$ cat src/rtl/mem_arb_pkg.sv
// Shared types and constants for the memory port arbiter.
package mem_arb_pkg;

    typedef enum logic [1:0] {IDLE, BUSY_IF, BUSY_D, RESP} arb_state_t;
    typedef enum logic {REQ_IF, REQ_DATA} requester_t;

    localparam logic [3:0] WE_NONE = 4'b0000;

endpackage

$ cat src/rtl/mem_port_arbiter_rr_arb2.sv
// Two-input round-robin picker; the pointer remembers the last granted requester.
module rr_arb2
    import mem_arb_pkg::*;
(
    input  logic       clk_i,
    input  logic       rstn_i,
    input  logic       req_if,
    input  logic       req_d,
    input  logic       update,
    output requester_t gnt,
    output logic       any
);

    requester_t last_gnt;

    always_ff @(posedge clk_i or negedge rstn_i) begin
        if (!rstn_i) begin
            last_gnt <= REQ_DATA;
        end else if (update) begin
            last_gnt <= gnt;
        end
    end

    // On contention the requester that did not win last time goes first.
    always_comb begin
        gnt = REQ_IF;
        if (req_if && req_d) begin
            gnt = (last_gnt == REQ_IF) ? REQ_DATA : REQ_IF;
        end else if (req_d) begin
            gnt = REQ_DATA;
        end
    end

    assign any = req_if | req_d;

endmodule

$ cat src/rtl/mem_port_arbiter.sv
// Shares one memory port between fetch and load/store requesters, with a
// watchdog that turns a missing acknowledge into a sticky error plus dummy response.
module mem_port_arbiter
    import mem_arb_pkg::*;
#(
    parameter int unsigned ADDR_WIDTH     = 32,
    parameter int unsigned DATA_WIDTH     = 32,
    parameter int unsigned TIMEOUT_CYCLES = 16
) (
    input  logic                  clk_i,
    input  logic                  rstn_i,
    input  logic                  if_req_i,
    input  logic [ADDR_WIDTH-1:0] if_addr_i,
    output logic                  if_valid_o,
    output logic [DATA_WIDTH-1:0] if_rdata_o,
    input  logic                  d_req_i,
    input  logic [3:0]            d_we_i,
    input  logic [ADDR_WIDTH-1:0] d_addr_i,
    input  logic [DATA_WIDTH-1:0] d_wdata_i,
    output logic                  d_valid_o,
    output logic [DATA_WIDTH-1:0] d_rdata_o,
    output logic                  mem_req_o,
    output logic [ADDR_WIDTH-1:0] mem_addr_o,
    output logic [3:0]            mem_we_o,
    output logic [DATA_WIDTH-1:0] mem_wdata_o,
    input  logic [DATA_WIDTH-1:0] mem_rdata_i,
    input  logic                  mem_ack_i,
    output logic                  err_o
);

    localparam int unsigned     WD_W    = $clog2(TIMEOUT_CYCLES + 1);
    localparam logic [WD_W-1:0] WD_LAST = WD_W'(TIMEOUT_CYCLES - 1);
    localparam logic [WD_W-1:0] WD_ONE  = WD_W'(1);

    arb_state_t            state, next_state;
    requester_t            gnt, owner;
    logic                  req_any, grant, capture, timeout, busy;
    logic [WD_W-1:0]       wd;
    logic [ADDR_WIDTH-1:0] addr_q;
    logic [3:0]            we_q;
    logic [DATA_WIDTH-1:0] wdata_q, if_rdata_q, d_rdata_q, resp_data;
    logic                  err_q;

    rr_arb2 u_rr (
        .clk_i  (clk_i),
        .rstn_i (rstn_i),
        .req_if (if_req_i),
        .req_d  (d_req_i),
        .update (grant),
        .gnt    (gnt),
        .any    (req_any)
    );

    always_ff @(posedge clk_i or negedge rstn_i) begin
        if (!rstn_i) state <= IDLE;
        else         state <= next_state;
    end

    always_comb begin
        next_state = state;
        grant      = 1'b0;
        capture    = 1'b0;
        timeout    = 1'b0;
        case (state)
            IDLE: begin
                if (req_any) begin
                    grant      = 1'b1;
                    next_state = (gnt == REQ_IF) ? BUSY_IF : BUSY_D;
                end
            end
            BUSY_IF, BUSY_D: begin
                // An ack in the final watchdog cycle still counts as success.
                if (mem_ack_i) begin
                    capture    = 1'b1;
                    next_state = RESP;
                end else if (wd == WD_LAST) begin
                    timeout    = 1'b1;
                    next_state = RESP;
                end
            end
            RESP:    next_state = IDLE;
            default: next_state = IDLE;
        endcase
    end

    assign busy      = (state == BUSY_IF) || (state == BUSY_D);
    assign resp_data = capture ? mem_rdata_i : '0;

    always_ff @(posedge clk_i or negedge rstn_i) begin
        if (!rstn_i) begin
            owner      <= REQ_IF;
            wd         <= '0;
            addr_q     <= '0;
            we_q       <= WE_NONE;
            wdata_q    <= '0;
            if_rdata_q <= '0;
            d_rdata_q  <= '0;
            err_q      <= 1'b0;
        end else begin
            if (grant) begin
                owner <= gnt;
                wd    <= '0;
                if (gnt == REQ_IF) begin
                    addr_q  <= if_addr_i;
                    we_q    <= WE_NONE;
                    wdata_q <= '0;
                end else begin
                    addr_q  <= d_addr_i;
                    we_q    <= d_we_i;
                    wdata_q <= d_wdata_i;
                end
            end
            if (busy && !mem_ack_i) wd <= wd + WD_ONE;
            if (capture || timeout) begin
                if (owner == REQ_IF) if_rdata_q <= resp_data;
                else                 d_rdata_q  <= resp_data;
            end
            if (timeout) err_q <= 1'b1;
        end
    end

    assign mem_req_o   = busy;
    assign mem_addr_o  = busy ? addr_q  : '0;
    assign mem_we_o    = busy ? we_q    : WE_NONE;
    assign mem_wdata_o = busy ? wdata_q : '0;
    assign if_valid_o  = (state == RESP) && (owner == REQ_IF);
    assign d_valid_o   = (state == RESP) && (owner == REQ_DATA);
    assign if_rdata_o  = if_rdata_q;
    assign d_rdata_o   = d_rdata_q;
    assign err_o       = err_q;

endmodule

$ cat config.mk
export PLATFORM = sky130hd
export DESIGN_NAME = mem_port_arbiter
export DESIGN_NICKNAME = d
export VERILOG_FILES = /design/src/rtl/mem_arb_pkg.sv /design/src/rtl/mem_port_arbiter_rr_arb2.sv /design/src/rtl/mem_port_arbiter.sv
export SDC_FILE = /design/constraint.sdc
export NUM_CORES = 1
export LEC_CHECK = 0
export CORE_UTILIZATION = 45
export DETAILED_ROUTE_END_ITERATION = 7
export PLACE_DENSITY_LB_ADDON = 0.2
export SLEW_MARGIN = 25
export SYNTH_ARGS = -nofsm -noshare
export SYNTH_HDL_FRONTEND = slang
export SYNTH_SLANG_ARGS = --single-unit
$ cat constraint.sdc
create_clock -name clk_i -period 3.6 [get_ports clk_i]
set_input_delay 0.54 -clock clk_i [delete_from_list [all_inputs] [get_ports clk_i]]
set_output_delay 0.54 -clock clk_i [all_outputs]
set_load 0.1 [all_outputs]
Word-level counts from Yosys, hierarchy flattened:

Index checks and enable logic that the tools add are counted.

* input bits: 137
* output and inout port bits: 136
* bits in registers: 142

* mux-type cells: 24
* bitwise logic cells: 2
* reductions and logical operators: 13
* eq/ne operators: 6
* add/sub/neg operators: 1

Operators by type and width (number)
* $mux 32: 5
* $mux 1: 10
* $mux 5: 2
* $mux 2: 4
* $mux 4: 2
* $pmux 2 s3: 1
* $reduce_and 2->1: 3
* $add 5x1->5 const B: 1
* $eq 5x4->1 const B: 1
* $eq 2x2->1 const B: 2
* $logic_and 1x1->1: 4
* $ne 3x3->1 const B: 1
* $eq 2x1->1 const B: 1
* $logic_not 2->1: 1
* $logic_or 1x1->1: 2
* $ne 2x2->1 const B: 1
* $reduce_bool 2->1: 1
* $reduce_or 2->1: 1
* $logic_not 1->1: 1
* $not 1->1: 1
* $or 1x1->1: 1

Longest topological paths before layout:

Gate-level depths: netlist (run 1).

* depth in word-level cells: 6
* depth in mapped cells: 8
* depth with buffers taken out: 6

By module:

From an unflattened synthesis (run 1), not the netlist that was laid out.

* cell total of the unflattened synthesis: 573
* area total of the unflattened synthesis: 6184.7 um^2

By module, submodules not included
* mem_port_arbiter: times used 1, area each 6125.9 um^2, cells each 569
* rr_arb2: times used 1, area each 58.8 um^2, cells each 4

Least setup slack after synthesis (run 1):

OpenSTA, ideal clock, no wires.

* path kind: flip-flop to output port
* start point: register state[0]
* end point: output port mem_wdata_o[21]
* slack: 0.269 ns
* buffers on the path: 3
* stages on the path, launching flop included: 7
* data required time: 3.060 ns
* arrival: 2.791 ns
* path through: dfrtp_1 inv_1 ha_1 buf_2 clkbuf_1 clkbuf_1 and2_1

* word-level cells in the longest chain between the ends: 3
* elaborated cells on any way between the ends: 4

Ends and longest elaborated chain
* start, declared: line mem_port_arbiter.sv:35 `arb_state_t state, next_state;`
* start signal, assigned: line mem_port_arbiter.sv:56 `else state <= next_state;`
* $eq 2x1->1 / $eq 2x2->1 (equally long branches): line mem_port_arbiter.sv:86 `assign busy = (state == BUSY_IF) || (state == BUSY_D);`
* $logic_or 1x1->1 (*): line mem_port_arbiter.sv:86
* named net mem_req_o: line mem_port_arbiter.sv:22 `output logic mem_req_o,`
* $mux 32 (*): line mem_port_arbiter.sv:125 `assign mem_wdata_o = busy ? wdata_q : '0;`
* end, declared: line mem_port_arbiter.sv:25 `output logic [DATA_WIDTH-1:0] mem_wdata_o,`

The timed path passes the listed nets; every way through them passes the cells marked *.

Worst setup path in the final report (run 1):

* start point: register state[0]
* end point: output port mem_addr_o[24]

* word-level cells in the longest chain between the ends: 3
* elaborated cells on any way between the ends: 4

Ends and longest elaborated chain
* $eq 2x1->1 / $eq 2x2->1 (equally long branches): line mem_port_arbiter.sv:86
* $logic_or 1x1->1 (*): line mem_port_arbiter.sv:86
* $mux 32 (*): line mem_port_arbiter.sv:123 `assign mem_addr_o = busy ? addr_q : '0;`
* end, declared: line mem_port_arbiter.sv:23 `output logic [ADDR_WIDTH-1:0] mem_addr_o,`

Mark *: on every way between the ends. The rest lies on a longest branch, timed or not.

==> results of run 1 <==
flip-flops by register name, indices dropped and copies added, names as in the netlist:
| register | cells |
|---|---|
| wdata_q | 32 |
| d_rdata_o | 32 |
| err_o | 1 |
| state | 2 |
| wd | 5 |
| owner | 1 |
| u_rr.last_gnt | 1 |
| addr_q | 32 |
| we_q | 4 |
| if_rdata_o | 32 |
logic make-up after synthesis:
group | after synthesis | synth area share
DFF | 142 | 0.5974
xor gates and xnor gates | 2 | 0.002944
AOI/OAI and AO/OA | 180 | 0.2191
adders and majority gates | 5 | 0.01051
muxes | 3 | 0.005257
buffers and inverters | 49 | 0.03806
and+or+nand+nor | 149 | 0.1268
synthesized netlist by cell type:
library cell	instances
buf_2	19
a21boi_2	1
mux2i_1	2
nand2b_1	1
mux2_2	1
buf_4	1
o21a_1	1
dfrtp_1	141
a22o_1	100
a21o_1	2
and3_1	2
a21bo_2	1
nor2b_1	1
buf_1	2
a21oi_1	65
or2_2	1
o21ai_1	1
buf_6	2
xnor2_1	1
nand2_1	33
clkbuf_1	20
ha_1	5
inv_1	5
o21ai_0	6
dfstp_2	1
o211ai_1	1
nor2_1	35
and2_1	70
a2bb2oi_1	1
nand3_1	6
o21bai_1	1
xor2_1	1
critical path: stages, from the launching register on:
cell and delay (ns):
dfrtp_1 0.37, inv_1 0.08, ha_2 0.57, buf_4 0.44, and2_1 0.22, buf_4 0.29
per-stage QoR:
| stage | hold slack (ns) | setup slack [ns] | instances | cell area [um2] |
|---|---|---|---|---|
| 4_1_cts | 0.2448 | 0.6470 | 971 | 9225 |
| 3_5_place_dp | 0.4661 | 1.084 | 940 | 8608 |
| 6_report | 0.1993 | 0.6786 | 971 | 9225 |
| 3_3_place_gp | 0.4674 | 1.158 | 940 | 8608 |
| 5_1_grt | 0.2524 | 0.5140 | 971 | 9225 |
| 2_1_floorplan | 0.2444 | 0.2690 | 530 | 5951 |
cell type report:
cell class / instances / area share
Clock buffer: 18 / 0.04652
Clock inverter: 13 / 0.02034
Inverter: 5 / 0.002034
Multi-Input combinational cell: 339 / 0.2369
Sequential cell: 142 / 0.3853
Tap cell: 172 / 0.02333
Timing Repair Buffer: 282 / 0.2855
routing by layer:
metal,wire length [um],global-route usage,vias up,share of wire
li1,-,-,2380,-
met1,6648,0.2904,2563,0.39
met2,8770,0.4505,231,0.51
met3,1556,0.08754,19,0.090
met4,265,0.08439,0,0.015
met5,0,0,-,0
final timing paths:
kind                                       from                    endpoint  slack (ns)  cells after the start
max                        state[0]$_DFFE_PN0P_              mem_addr_o[24]        0.68                      5
min                                      rstn_i   d_rdata_o[10]$_DFFE_PN0P_        0.20                      1
max reg2reg                state[0]$_DFFE_PN0P_  if_rdata_o[16]$_DFFE_PN0P_        1.45                      5
min reg2reg                   err_o$_DFFE_PN0P_           err_o$_DFFE_PN0P_        0.48                      1
max in group asynchronous                rstn_i   u_rr.last_gnt$_DFFE_PN1P_        2.56                      2
min in group clk_i            err_o$_DFFE_PN0P_           err_o$_DFFE_PN0P_        0.48                      1
==> impl_metrics.yaml, run 1 <==
grt:
  grt_max_degree: 93
  grt_use_total: 0.2554
  grt_pass1_vias: 5158
  gr-total-overflow: 0
  grt_pass1_wl_mm: 26.38
  antenna_found_initial: 0
clock_tree:
  cts_setup_buffers: 0
  clock_latency_ns: 0.41
  cts-root-buf: "clkbuf_16"
  cts_htree_levels: 4
  cts.sinks: 142
  cts_buffer_depth: 2
  cts_tree: "yes"
  postCtsHoldBufs: 0
  post_cts_resize_count: 0
  cts.clk_slew.worst_paths_ns: 0.06
  cts_buffers: 17
sta:
  final_max_slew_viol_count: 0
  worst_pin_slew_ns: 1.026
  fin_crit_sh: 0.8115
  finalSetupViolations: 0
  slew_headroom: 0.3141
  grt_setup_unrepaired: "no"
  hold_viol_final: 0
  period_minus_slack_ns: 2.921
  fin_skew_ns: 0.007738
  setup_tns_ns: 0
  max_freq_mhz: 342.3
floorplan:
  die_area_um2: 13690
  chipWidth_um: 117.0
  die_h_um: 117.0
  placementRows: 41
  io_pins: 273
  core_um2: 12770
  start_util: 0.4659
yosys:
  synth-seq-cells: 142
  ys_seq_area_frac: 0.5974
  synth_cell_types: 32
  yosysWarningCount: 0
  syn_area_per_cell_um2: 11.23
  netlist_instances: 530
  yosysTopAreaCell: "dfrtp_1"
  synth_top_area_frac: 0.5929
  syn-num-nets: 672
  synth_area_um2: 5951
  synth_area_leaders: "dfrtp_1, a22o_1, and2_1, a21oi_1, nor2_1"
placed_design:
  portBuffers: 272
  dp_hpwl_mm: 11.78
  globalplace.congestion: 0.7911
layout:
  nFillCells: 898
  area_growth_pct: 55.03
  nets: 929
  register_area_um2: 3555
  final_common_cell: "clkdlybuf4s50_1"
  multi_input_area_um2: 2186
  fin_util: 0.7222
  final_cell_mix: "clkdlybuf4s50_1, dfrtp_1, a22o_1"
  n_antenna_cell: 0
  drive_gt1_frac: 0.1502
outcome:
  status: "completed"
worst_setup_path:
  critPathKind: "reg2out"
  critPathLaunchType: "flip-flop"
  cp_max_fo: 50
  critPathCaptureType: "primary output"
  cp.required_ns: 3.06
  critPathArrivalTime_ns: 2.38
detailed_routing:
  via_per_inst: 5.348
  vias: 5193
  drtAntennaViolNets: 0
  routed_wl_mm: 17.24
  wire_per_inst_um: 17.75
  first_pass_iters: 4
  drc: 0
  drtIter0Drc: 328
hold_path:
  hold_class: "in2async"
job:
  cap_violations: 0
Power of run 1 is left out: the tool's default activity adds up to more than one toggle a clock period on the data nets, which glitch-free logic cannot reach.
==> inputs of run 2 (changes only) <==
Settings changed: CORE_UTILIZATION 45 to 42.
Clock period 3.6 ns to 2.81 ns, I/O delays scaled along.
==> run 2 against run 1 <==
  * The flow now finishes with violations (negative hold slack)
  * Highest routed layer unchanged
  * Routed wire length increased by 5.2%
  * Largest cell class unchanged
  * Via count up 0.37%
  * Critical endpoint unchanged
  * Flip-flop and latch count unchanged
  * Non-clock buffer count grew 2
  * First-iteration DRC count grew 0.30%
  * Sequential share of layout area down 3.1 points
==> impl_metrics.yaml, run 2 (same netlist as run 1, synthesis figures left out) <==
outcome:
  status: "finished with violations"
  violations: "negative hold slack"
worst_setup_path:
  critPathLaunchType: "flip-flop"
  worstRegToRegCells: 6
  critPathArrivalTime_ns: 2.08
  cp_cell_sequence: "inv_1 -> ha_2 -> buf_12 -> and2_1 -> buf_12"
  critical-path-top-delay-family: "buffers and inverters"
  cp_max_fo: 67
  cpMaxStageDelayCell: "ha_2"
  critPathKind: "reg2out"
  critPathCaptureType: "primary output"
  cp_common_cell: "buf_12"
  cp.required_ns: 2.39
  path_buf_inv: 3
  path_depth: 5
  critPathMaxStageDelay_ns: 0.48
clock_tree:
  cts.clk_slew.worst_paths_ns: 0.06
  post_cts_resize_count: 0
  cts-root-buf: "clkbuf_16"
  cts_htree_levels: 4
  clock_latency_ns: 0.41
  cts_tree: "yes"
  cts.sinks: 142
  cts_setup_buffers: 0
  cts_buffers: 17
  postCtsHoldBufs: 0
  cts_buffer_depth: 2
detailed_routing:
  drtAntennaViolNets: 0
  wire_per_inst_um: 18.49
  drtIter0Drc: 329
  drc: 0
  routed_wl_mm: 18.14
  via_per_inst: 5.313
  first_pass_iters: 4
  vias: 5212
grt:
  grt_pass1_vias: 5506
  antenna_found_initial: 0
  grt_pass1_wl_mm: 28.71
  grt_use_total: 0.2562
  gr-total-overflow: 0
  grt_max_degree: 68
placed_design:
  portBuffers: 272
  dp_hpwl_mm: 12.76
  globalplace.congestion: 0.7845
floorplan:
  chipWidth_um: 121.0
  die_area_um2: 14650
  core_um2: 13830
  io_pins: 273
  placementRows: 43
  start_util: 0.4304
  die_h_um: 121.0
layout:
  final_cell_mix: "dfrtp_1, clkdlybuf4s50_1, a22o_1"
  drive_gt1_frac: 0.2472
  nets: 931
  n_antenna_cell: 0
  area_growth_pct: 68.71
  final_common_cell: "dfrtp_1"
sta:
  finalSetupViolations: 0
  final_max_slew_viol_count: 0
  fin_skew_ns: 0.007086
  whs_ns: -0.01507
  worst_pin_slew_ns: 0.6957
  hold_viol_final: 4
  grt_setup_unrepaired: "no"
  period_minus_slack_ns: 2.501
  max_freq_mhz: 399.8
  setup_tns_ns: 0
  fin_crit_sh: 0.8901
  slew_headroom: 0.5362
hold_path:
  hold_class: "in2async"
job:
  cap_violations: 0
## run 2: worst register-to-register path, delay by kind of cell (launching register included)
family                   cells  cell delay, ns
AO/OA/AOI/OAI                2            0.38
adder cells (fa/ha/maj)      2            0.46
flip-flops                   1            0.41
AND/OR/NAND/NOR              2            0.76
## run 2: path summary, 6_finish.rpt
kind / to / start / slack, ns
max: mem_addr_o[24] / state[0]$_DFFE_PN0P_ / 0.31
min: wdata_q[18]$_DFFE_PN0P_ / rstn_i / -0.02
max reg2reg: if_rdata_o[26]$_DFFE_PN0P_ / wd[0]$_DFFE_PN0P_ / 0.72
min reg2reg: err_o$_DFFE_PN0P_ / err_o$_DFFE_PN0P_ / 0.48
max in group asynchronous: wdata_q[31]$_DFFE_PN0P_ / rstn_i / 2.06
min in group clk_i: err_o$_DFFE_PN0P_ / err_o$_DFFE_PN0P_ / 0.48
## run 2: cell type report
type | count | area [um2]
clock buffer | 22 | 484.2
clock inverter | 9 | 157.7
fill | 945 | 3787
inverter | 5 | 18.77
multi-input combinational | 339 | 2200
sequential | 142 | 3555
tap | 180 | 225.2
timing repair buffer | 284 | 3400
## run 2: through the flow
step	std cells	worst slack [ns]	utilization	instance area [um2]
finish	981	0.3089	0.7261	10040
global route	981	0.1776	0.7261	10040
CTS	981	0.2845	0.7261	10040
detailed placement	950	0.7100	0.6797	9398
global placement	950	0.7184	0.6797	9398
floorplan	530	0.06816	-	5967
## run 2: layer usage
metal / part of all wire / routed length (um) / global-route usage
met2: 0.50 / 9151 / 0.4293
met4: 0.014 / 257 / 0.08796
met1: 0.39 / 7146 / 0.3057
met5: 0 / 0 / 0
met3: 0.087 / 1584 / 0.08882
Power of run 2 is left out for the same reason.
